--- src/rtl/regfile_mp_sb_pkg.sv ---
`default_nettype none
// ============================================================================
// Module      : regfile_pkg
// Description : Shared constants and helpers for the multi-port register file
//               with busy-bit scoreboard.
// Revision    : 1.0 - initial release
// ============================================================================
package regfile_pkg;

  localparam int DEFAULT_DATA_WIDTH    = 32;
  localparam int DEFAULT_NUM_REGISTERS = 32;
  localparam int MAX_READ_PORTS        = 4;

  // Address width for a register file of n entries (at least one bit).
  function automatic int addr_width(input int n);
    return (n <= 2) ? 1 : $clog2(n);
  endfunction

endpackage : regfile_pkg
`default_nettype wire

--- src/rtl/regfile_mp_sb_if.sv ---
`default_nettype none
// ============================================================================
// Module      : regfile_mp_sb_if
// Description : Read/writeback/issue bundle between decode/issue, writeback
//               and the register file. The master drives addresses and
//               commands; the slave (register file) returns data and status.
// Revision    : 1.0 - initial release
// ============================================================================
interface regfile_mp_sb_if
  import regfile_pkg::*;
#(
  parameter int DATA_WIDTH     = DEFAULT_DATA_WIDTH,
  parameter int NUM_REGISTERS  = DEFAULT_NUM_REGISTERS,
  parameter int NUM_READ_PORTS = 2
);
  localparam int AW = addr_width(NUM_REGISTERS);

  logic [NUM_READ_PORTS-1:0][AW-1:0]         reg_rd;
  logic [NUM_READ_PORTS-1:0][DATA_WIDTH-1:0] data_out;
  logic [NUM_READ_PORTS-1:0]                 rd_ready;
  logic                                      write;
  logic [AW-1:0]                             reg_wr;
  logic [DATA_WIDTH-1:0]                     data_in;
  logic                                      issue;
  logic [AW-1:0]                             issue_rd;
  logic                                      flush;
  logic                                      busy_any;

  modport master (
    output reg_rd, write, reg_wr, data_in, issue, issue_rd, flush,
    input  data_out, rd_ready, busy_any
  );

  modport slave (
    input  reg_rd, write, reg_wr, data_in, issue, issue_rd, flush,
    output data_out, rd_ready, busy_any
  );

endinterface : regfile_mp_sb_if
`default_nettype wire

--- src/rtl/regfile_mp_sb_scoreboard.sv ---
`default_nettype none
// ============================================================================
// Module      : regfile_scoreboard
// Description : Per-register busy bits. Priority each edge: flush clears
//               everything, then an issue sets its destination (the newest
//               producer wins over a same-cycle writeback), then a writeback
//               clears its destination. Register 0 is never busy.
// Revision    : 1.0 - initial release
// ============================================================================
module regfile_scoreboard
  import regfile_pkg::*;
#(
  parameter int NUM_REGISTERS = DEFAULT_NUM_REGISTERS,
  parameter int AW            = addr_width(NUM_REGISTERS)
) (
  input  wire logic                     clk,
  input  wire logic                     rst,
  input  wire logic                     write,
  input  wire logic [AW-1:0]            reg_wr,
  input  wire logic                     issue,
  input  wire logic [AW-1:0]            issue_rd,
  input  wire logic                     flush,
  output logic      [NUM_REGISTERS-1:0] busy,
  output logic                          busy_any
);

  logic [NUM_REGISTERS-1:0] r_busy;
  logic [NUM_REGISTERS-1:0] w_busy_nxt;
  logic                     r_busy_any;

  // Next-state busy vector: clear on writeback first so a same-cycle issue overrides it.
  always_comb begin
    w_busy_nxt = r_busy;
    if (flush) begin
      w_busy_nxt = '0;
    end else begin
      if (write)
        w_busy_nxt[reg_wr] = 1'b0;
      if (issue)
        w_busy_nxt[issue_rd] = 1'b1;
    end
    w_busy_nxt[0] = 1'b0;
  end

  // Busy vector and its registered OR.
  always_ff @(posedge clk or posedge rst) begin
    if (rst) begin
      r_busy     <= '0;
      r_busy_any <= 1'b0;
    end else begin
      r_busy     <= w_busy_nxt;
      r_busy_any <= |w_busy_nxt;
    end
  end

  assign busy     = r_busy;
  assign busy_any = r_busy_any;

endmodule : regfile_scoreboard
`default_nettype wire

--- src/rtl/regfile_mp_sb.sv ---
`default_nettype none
// ============================================================================
// Module      : regfile_mp_sb
// Description : Multi-port register file with hardwired-zero register 0,
//               one writeback port, NUM_READ_PORTS combinational read ports
//               and a busy-bit scoreboard reporting operand readiness.
//               Define REGFILE_BYPASS_EN to forward same-cycle writeback data
//               (and readiness) to matching read ports.
// Revision    : 1.0 - initial release
// ============================================================================
module regfile_mp_sb
  import regfile_pkg::*;
#(
  parameter int DATA_WIDTH     = DEFAULT_DATA_WIDTH,
  parameter int NUM_REGISTERS  = DEFAULT_NUM_REGISTERS,
  parameter int NUM_READ_PORTS = 2
) (
  input  wire logic      clk,
  input  wire logic      rst,
  regfile_mp_sb_if.slave bus
);

  localparam int AW = addr_width(NUM_REGISTERS);

  logic [DATA_WIDTH-1:0]    r_regs [NUM_REGISTERS];
  logic [NUM_REGISTERS-1:0] w_busy;

  // Writeback into the data array; register 0 is never written.
  always_ff @(posedge clk or posedge rst) begin
    if (rst) begin
      for (int i = 0; i < NUM_REGISTERS; i++)
        r_regs[i] <= '0;
    end else begin
      for (int i = 1; i < NUM_REGISTERS; i++)
        if (bus.write && (bus.reg_wr == AW'(i)))
          r_regs[i] <= bus.data_in;
    end
  end

  regfile_scoreboard #(
    .NUM_REGISTERS (NUM_REGISTERS),
    .AW            (AW)
  ) u_scoreboard (
    .clk      (clk),
    .rst      (rst),
    .write    (bus.write),
    .reg_wr   (bus.reg_wr),
    .issue    (bus.issue),
    .issue_rd (bus.issue_rd),
    .flush    (bus.flush),
    .busy     (w_busy),
    .busy_any (bus.busy_any)
  );

  // Read muxes: each port resolves zero-register, bypass and readiness on its own.
  always_comb begin
    bus.data_out = '0;
    bus.rd_ready = '0;
    for (int p = 0; p < NUM_READ_PORTS; p++) begin
      if (bus.reg_rd[p] == '0) begin
        bus.data_out[p] = '0;
        bus.rd_ready[p] = 1'b1;
      end else begin
        bus.data_out[p] = r_regs[bus.reg_rd[p]];
        bus.rd_ready[p] = ~w_busy[bus.reg_rd[p]];
`ifdef REGFILE_BYPASS_EN
        if (bus.write && (bus.reg_wr == bus.reg_rd[p])) begin
          bus.data_out[p] = bus.data_in;
          bus.rd_ready[p] = 1'b1;
        end
`else
        // Without forwarding, data and readiness follow stored state only.
`endif
      end
    end
  end

endmodule : regfile_mp_sb
`default_nettype wire

--- src/flat_wrapper.sv ---
// flat-port wrapper written by rule: the top's interface ports become plain ports
module regfile_mp_sb_flat import regfile_pkg::*;
#(
  parameter int DATA_WIDTH     = DEFAULT_DATA_WIDTH,
  parameter int NUM_REGISTERS  = DEFAULT_NUM_REGISTERS,
  parameter int NUM_READ_PORTS = 2
)
  (clk, rst, bus_reg_rd, bus_write, bus_reg_wr, bus_data_in, bus_issue, bus_issue_rd, bus_flush, bus_data_out, bus_rd_ready, bus_busy_any);
  regfile_mp_sb_if #(.DATA_WIDTH(DATA_WIDTH), .NUM_REGISTERS(NUM_REGISTERS), .NUM_READ_PORTS(NUM_READ_PORTS)) bus_i ();
  input  wire logic clk;
  input  wire logic rst;
  input wire logic [$bits(bus_i.reg_rd)-1:0] bus_reg_rd;
  input wire logic [$bits(bus_i.write)-1:0] bus_write;
  input wire logic [$bits(bus_i.reg_wr)-1:0] bus_reg_wr;
  input wire logic [$bits(bus_i.data_in)-1:0] bus_data_in;
  input wire logic [$bits(bus_i.issue)-1:0] bus_issue;
  input wire logic [$bits(bus_i.issue_rd)-1:0] bus_issue_rd;
  input wire logic [$bits(bus_i.flush)-1:0] bus_flush;
  output wire logic [$bits(bus_i.data_out)-1:0] bus_data_out;
  output wire logic [$bits(bus_i.rd_ready)-1:0] bus_rd_ready;
  output wire logic [$bits(bus_i.busy_any)-1:0] bus_busy_any;
  assign bus_i.reg_rd = bus_reg_rd;
  assign bus_i.write = bus_write;
  assign bus_i.reg_wr = bus_reg_wr;
  assign bus_i.data_in = bus_data_in;
  assign bus_i.issue = bus_issue;
  assign bus_i.issue_rd = bus_issue_rd;
  assign bus_i.flush = bus_flush;
  assign bus_data_out = bus_i.data_out;
  assign bus_rd_ready = bus_i.rd_ready;
  assign bus_busy_any = bus_i.busy_any;
  regfile_mp_sb #(.DATA_WIDTH(DATA_WIDTH), .NUM_REGISTERS(NUM_REGISTERS), .NUM_READ_PORTS(NUM_READ_PORTS)) u_core (.clk(clk), .rst(rst), .bus(bus_i));
endmodule
--- config.mk ---
export PLATFORM = sky130hd
export DESIGN_NAME = regfile_mp_sb_flat
export DESIGN_NICKNAME = d
export VERILOG_FILES = /design/src/rtl/regfile_mp_sb_pkg.sv /design/src/rtl/regfile_mp_sb_if.sv /design/src/rtl/regfile_mp_sb_scoreboard.sv /design/src/rtl/regfile_mp_sb.sv /design/src/flat_wrapper.sv
export SDC_FILE = /design/constraint.sdc
export NUM_CORES = 2
export LEC_CHECK = 0
export CAP_MARGIN = 30
export CORE_MARGIN = 5
export CORE_UTILIZATION = 60
export CTS_CLUSTER_SIZE = 30
export DETAILED_ROUTE_END_ITERATION = 10
export GPL_TIMING_DRIVEN = 0
export PLACE_DENSITY = 0.88
export SYNTH_ARGS = -nofsm -noshare
export SYNTH_HDL_FRONTEND = slang
export SYNTH_SLANG_ARGS = --single-unit
--- constraint.sdc ---
create_clock -name clk -period 63 [get_ports clk]
set_clock_uncertainty 0.15 [all_clocks]
set_input_delay 9.45 -clock clk [delete_from_list [all_inputs] [get_ports clk]]
set_output_delay 9.45 -clock clk [all_outputs]
set_load 0.02 [all_outputs]
==> flow_summary.yaml <==
outcome:
  status: "finished, violations left"
  violations: "design-rule violations"
floorplan:
  rows: 110
  coreArea_mm2: 0.0903
  die_h_um: 312
  io-pin-count: 124
  die_w_um: 312
  die_area_mm2: 0.0972
  start_util_pct: 60.5
routing:
  firstDrtPassIters: 11
  viasPerCell: 7.93
  vias: 39900
  drc: 132
  drt-initial-drc-count: 7230
  drt.antenna.violating_nets: 0
  drt_wl_total_mm: 205
  wl_per_cell_um: 40.8
yosys:
  ys_seq_area_share_pct: 46.9
  synth_cell_type_count: 43
  synth_warnings: 32
  synth-async-reset-ratio_pct: 100
  avgSynthCellArea_um2: 16.1
  yosysTopAreaCellShare_pct: 46.9
  synth_cells: 3399
  synthFlopType: "dfrtp_1"
  syn_nets: 3456
  synth-edff-count: 0
  syn_area_mm2: 0.0547
  yosys-top-cells-area: "dfrtp_1 (47%), mux4_2 (24%), mux2_2 (22%)"
  synth_area_leader_cell: "dfrtp_1"
  synth-seq-cells: 1024
setup_path:
  cp_max_fo: 10
  max_stage_delay_ps: 760
  cpLargestDelayFamily: "buffers and inverters"
  criticalPathCategory: "input port to primary output"
  path_buf_inv: 6
  cp-startpoint: "bus_reg_rd[1]"
  r2r_cells: 5
  endpoint_kind: "primary output"
  worstReg2RegStart: "u_core.u_scoreboard.busy[16]"
  r2r_end: "u_core.u_scoreboard.busy_any"
  required_ps: 53400
  endpoint: "bus_data_out[30]"
  critPathArrivalTime_ps: 14130
  path_cells: "clkdlybuf4s50_1 > buf_1 > clkbuf_1 > clkbuf_1 > buf_6 > mux4_2 > mux4_2 > mux2_2 > clkdlybuf4s50_1"
  path_depth: 9
  critPathLaunchType: "input port"
  crit_slowest_cell: "clkbuf_1"
  rrSetupSlack_ps: 60910
clock_network:
  clk_latency_ps: 740
  numCtsBuffers: 106
  cts_resized: 0
  cts-root-buf: "clkbuf_16"
  cts_sinks: 1024
  clk_pin_slew_worst_paths_ps: 60
  hold_buffers: 0
  post-cts-setup-buffers: 0
  h-tree-depth: 3
  cts_buffer_depth: 3
  cts_tree: "yes"
grt:
  grt_overflow: 0
  grt_pass1_wl_mm: 288
  grt_pass1_vias: 41200
  grt_max_degree: 132
  grt_use_total_pct: 41.3
  antenna_found_initial: 11
sta:
  timing.setup.tns_ps: 0
  hold_viol: 0
  fmax_mhz: 42.1
  finalSetupViolCount: 0
  slew_headroom_pct: 22.0
  period_share_pct: 37.7
  holdWs_ps: 350
  slew_violations: 0
  tightest_slew_ps: 1170
  rsz0062_at_grt: "no"
  period_needed_ps: 23730
power_and_ir_drop:
  p_leak_nw: 26.9
  ir_drop_v: 0.0000229
  total_power_w: 0.00203
  pwr_density_cell_mw_per_mm2: 32.2
run:
  maxCapViolCount: 0
placement:
  io_buffers: 112
  place_congestion: 0.978
  dp_hpwl_mm: 136
cells_and_area:
  nets: 3811
  drive_gt1_share_pct: 53.3
  syn2layout_area_growth_pct: 15.4
  n_fill_cell: 5323
worst_hold_path:
  hp-class: "register to register"
==> power by group <==
| group | internal, W | leakage (nW) | switching [W] |
|---|---|---|---|
| clock network | 0.000382 | 1.79 | 0.000282 |
| logic | 0.000278 | 12.0 | 0.000200 |
| registers | 0.000783 | 13.1 | 0.000106 |
==> Yosys cell counts (2+ instances only) <==
library cell / count
o2bb2ai_1: 3
nor2b_1: 11
nand3_1: 5
buf_4: 6
and3_1: 2
a22o_1: 78
o32ai_1: 14
dfrtp_1: 1024
nand3b_1: 4
a32o_1: 5
or3b_2: 2
nand2b_1: 6
nand4_1: 2
mux2_2: 1072
or3_1: 4
nand4b_2: 2
clkbuf_1: 275
nor2_1: 20
o21ai_0: 4
buf_2: 62
nor3_1: 4
inv_1: 18
nand4b_1: 3
mux4_2: 594
nor4_1: 3
buf_1: 39
and3b_1: 2
a22oi_1: 6
or4_1: 5
nand2_1: 103
mux2_1: 7
a21oi_1: 3
==> sequential cells by signal, indices dropped and copies added (netlist names) <==
signal                        cells
u_core.r_regs                   992
u_core.u_scoreboard.busy_any      1
u_core.u_scoreboard.busy         31
==> worst reg2reg max path, delay by kind of cell (launching register included) <==
family	cells	cell delay, ps
simple gates	4	1220
compound gates	1	180
flops	1	390
==> final cells by class <==
type                       count  area (um2)  area share (%)
buffer                       382        1540            2.44
multi-input combinational   1975       27400            43.5
clock buffer                 170        3270            5.18
clock inverter                26         350           0.556
timing repair buffer         247        3270            5.19
sequential                  1024       25600            40.6
inverter                      18        75.1           0.119
tap                         1176        1470            2.33
antenna                        9        22.5          0.0357
==> layer usage <==
layer | vias to the layer above | track usage, % | part of all wire (%)
met1 | 20300 | 48.5 | 31
met3 | 1431 | 22.0 | 17
met2 | 4105 | 57.1 | 41
li1 | 14000 | - | -
met5 | - | 4.20 | 0.27
met4 | 21 | 30.6 | 10
==> metrics by stage <==
| stage | instances | area [um2] | util, % | worst slack, ps |
|---|---|---|---|---|
| global placement | 4687 | 57300 | 63.4 | 13200 |
| floorplan | 3399 | 54700 | - | 24580 |
| global route | 5021 | 63000 | 69.8 | 39480 |
| detailed placement | 4799 | 59100 | 65.4 | 39680 |
| finish | 5027 | 63100 | 69.8 | 39270 |
| CTS | 4995 | 62700 | 69.4 | 39570 |
==> cells by family after synthesis <==
family / Yosys count / share of synthesized area, %
DFF: 1024 / 46.9
and+or+nand+nor: 188 / 1.72
buffers and inverters: 400 / 2.93
AOI/OAI and AO/OA: 113 / 1.76
muxes: 1674 / 46.7
==> placed cells by master (no fill, tap or decap), drive strengths merged, types with 2 or more instances in the layout <==
| cell type | count |
|---|---|
| or3 | 4 |
| nand4 | 3 |
| nand2b | 6 |
| clkinv | 19 |
| nand2 | 103 |
| inv | 18 |
| and3b | 2 |
| clkbuf | 445 |
| a32o | 5 |
| diode | 9 |
| o2bb2ai | 3 |
| a22oi | 6 |
| nand3 | 5 |
| mux2 | 1079 |
| nand4b | 5 |
| or3b | 2 |
| nor2b | 11 |
| and4bb | 2 |
| and3 | 2 |
| buf | 242 |
| a21oi | 3 |
| or4 | 5 |
| bufinv | 7 |
| nor4 | 3 |
| nor2 | 21 |
| dfrtp | 1024 |
| mux4 | 594 |
| o32ai | 14 |
| nand3b | 4 |
| clkdlybuf4s50 | 112 |
| a22o | 78 |
| o21ai | 4 |
| nor3 | 5 |
==> worst min path at each step <==
stage                  startpoint            endpoint  slack, ps  depth (start not counted)
3_5_place_dp   u_core.r_regs[567]  u_core.r_regs[567]        330                          2
3_3_place_gp   u_core.r_regs[546]  u_core.r_regs[546]        320                          2
4_1_cts        u_core.r_regs[567]  u_core.r_regs[567]        350                          2
6_report       u_core.r_regs[572]  u_core.r_regs[572]        350                          2
5_1_grt        u_core.r_regs[567]  u_core.r_regs[567]        380                          2
2_1_floorplan  u_core.r_regs[574]  u_core.r_regs[574]        310                          2
Power figures use the tool's default switching activity.
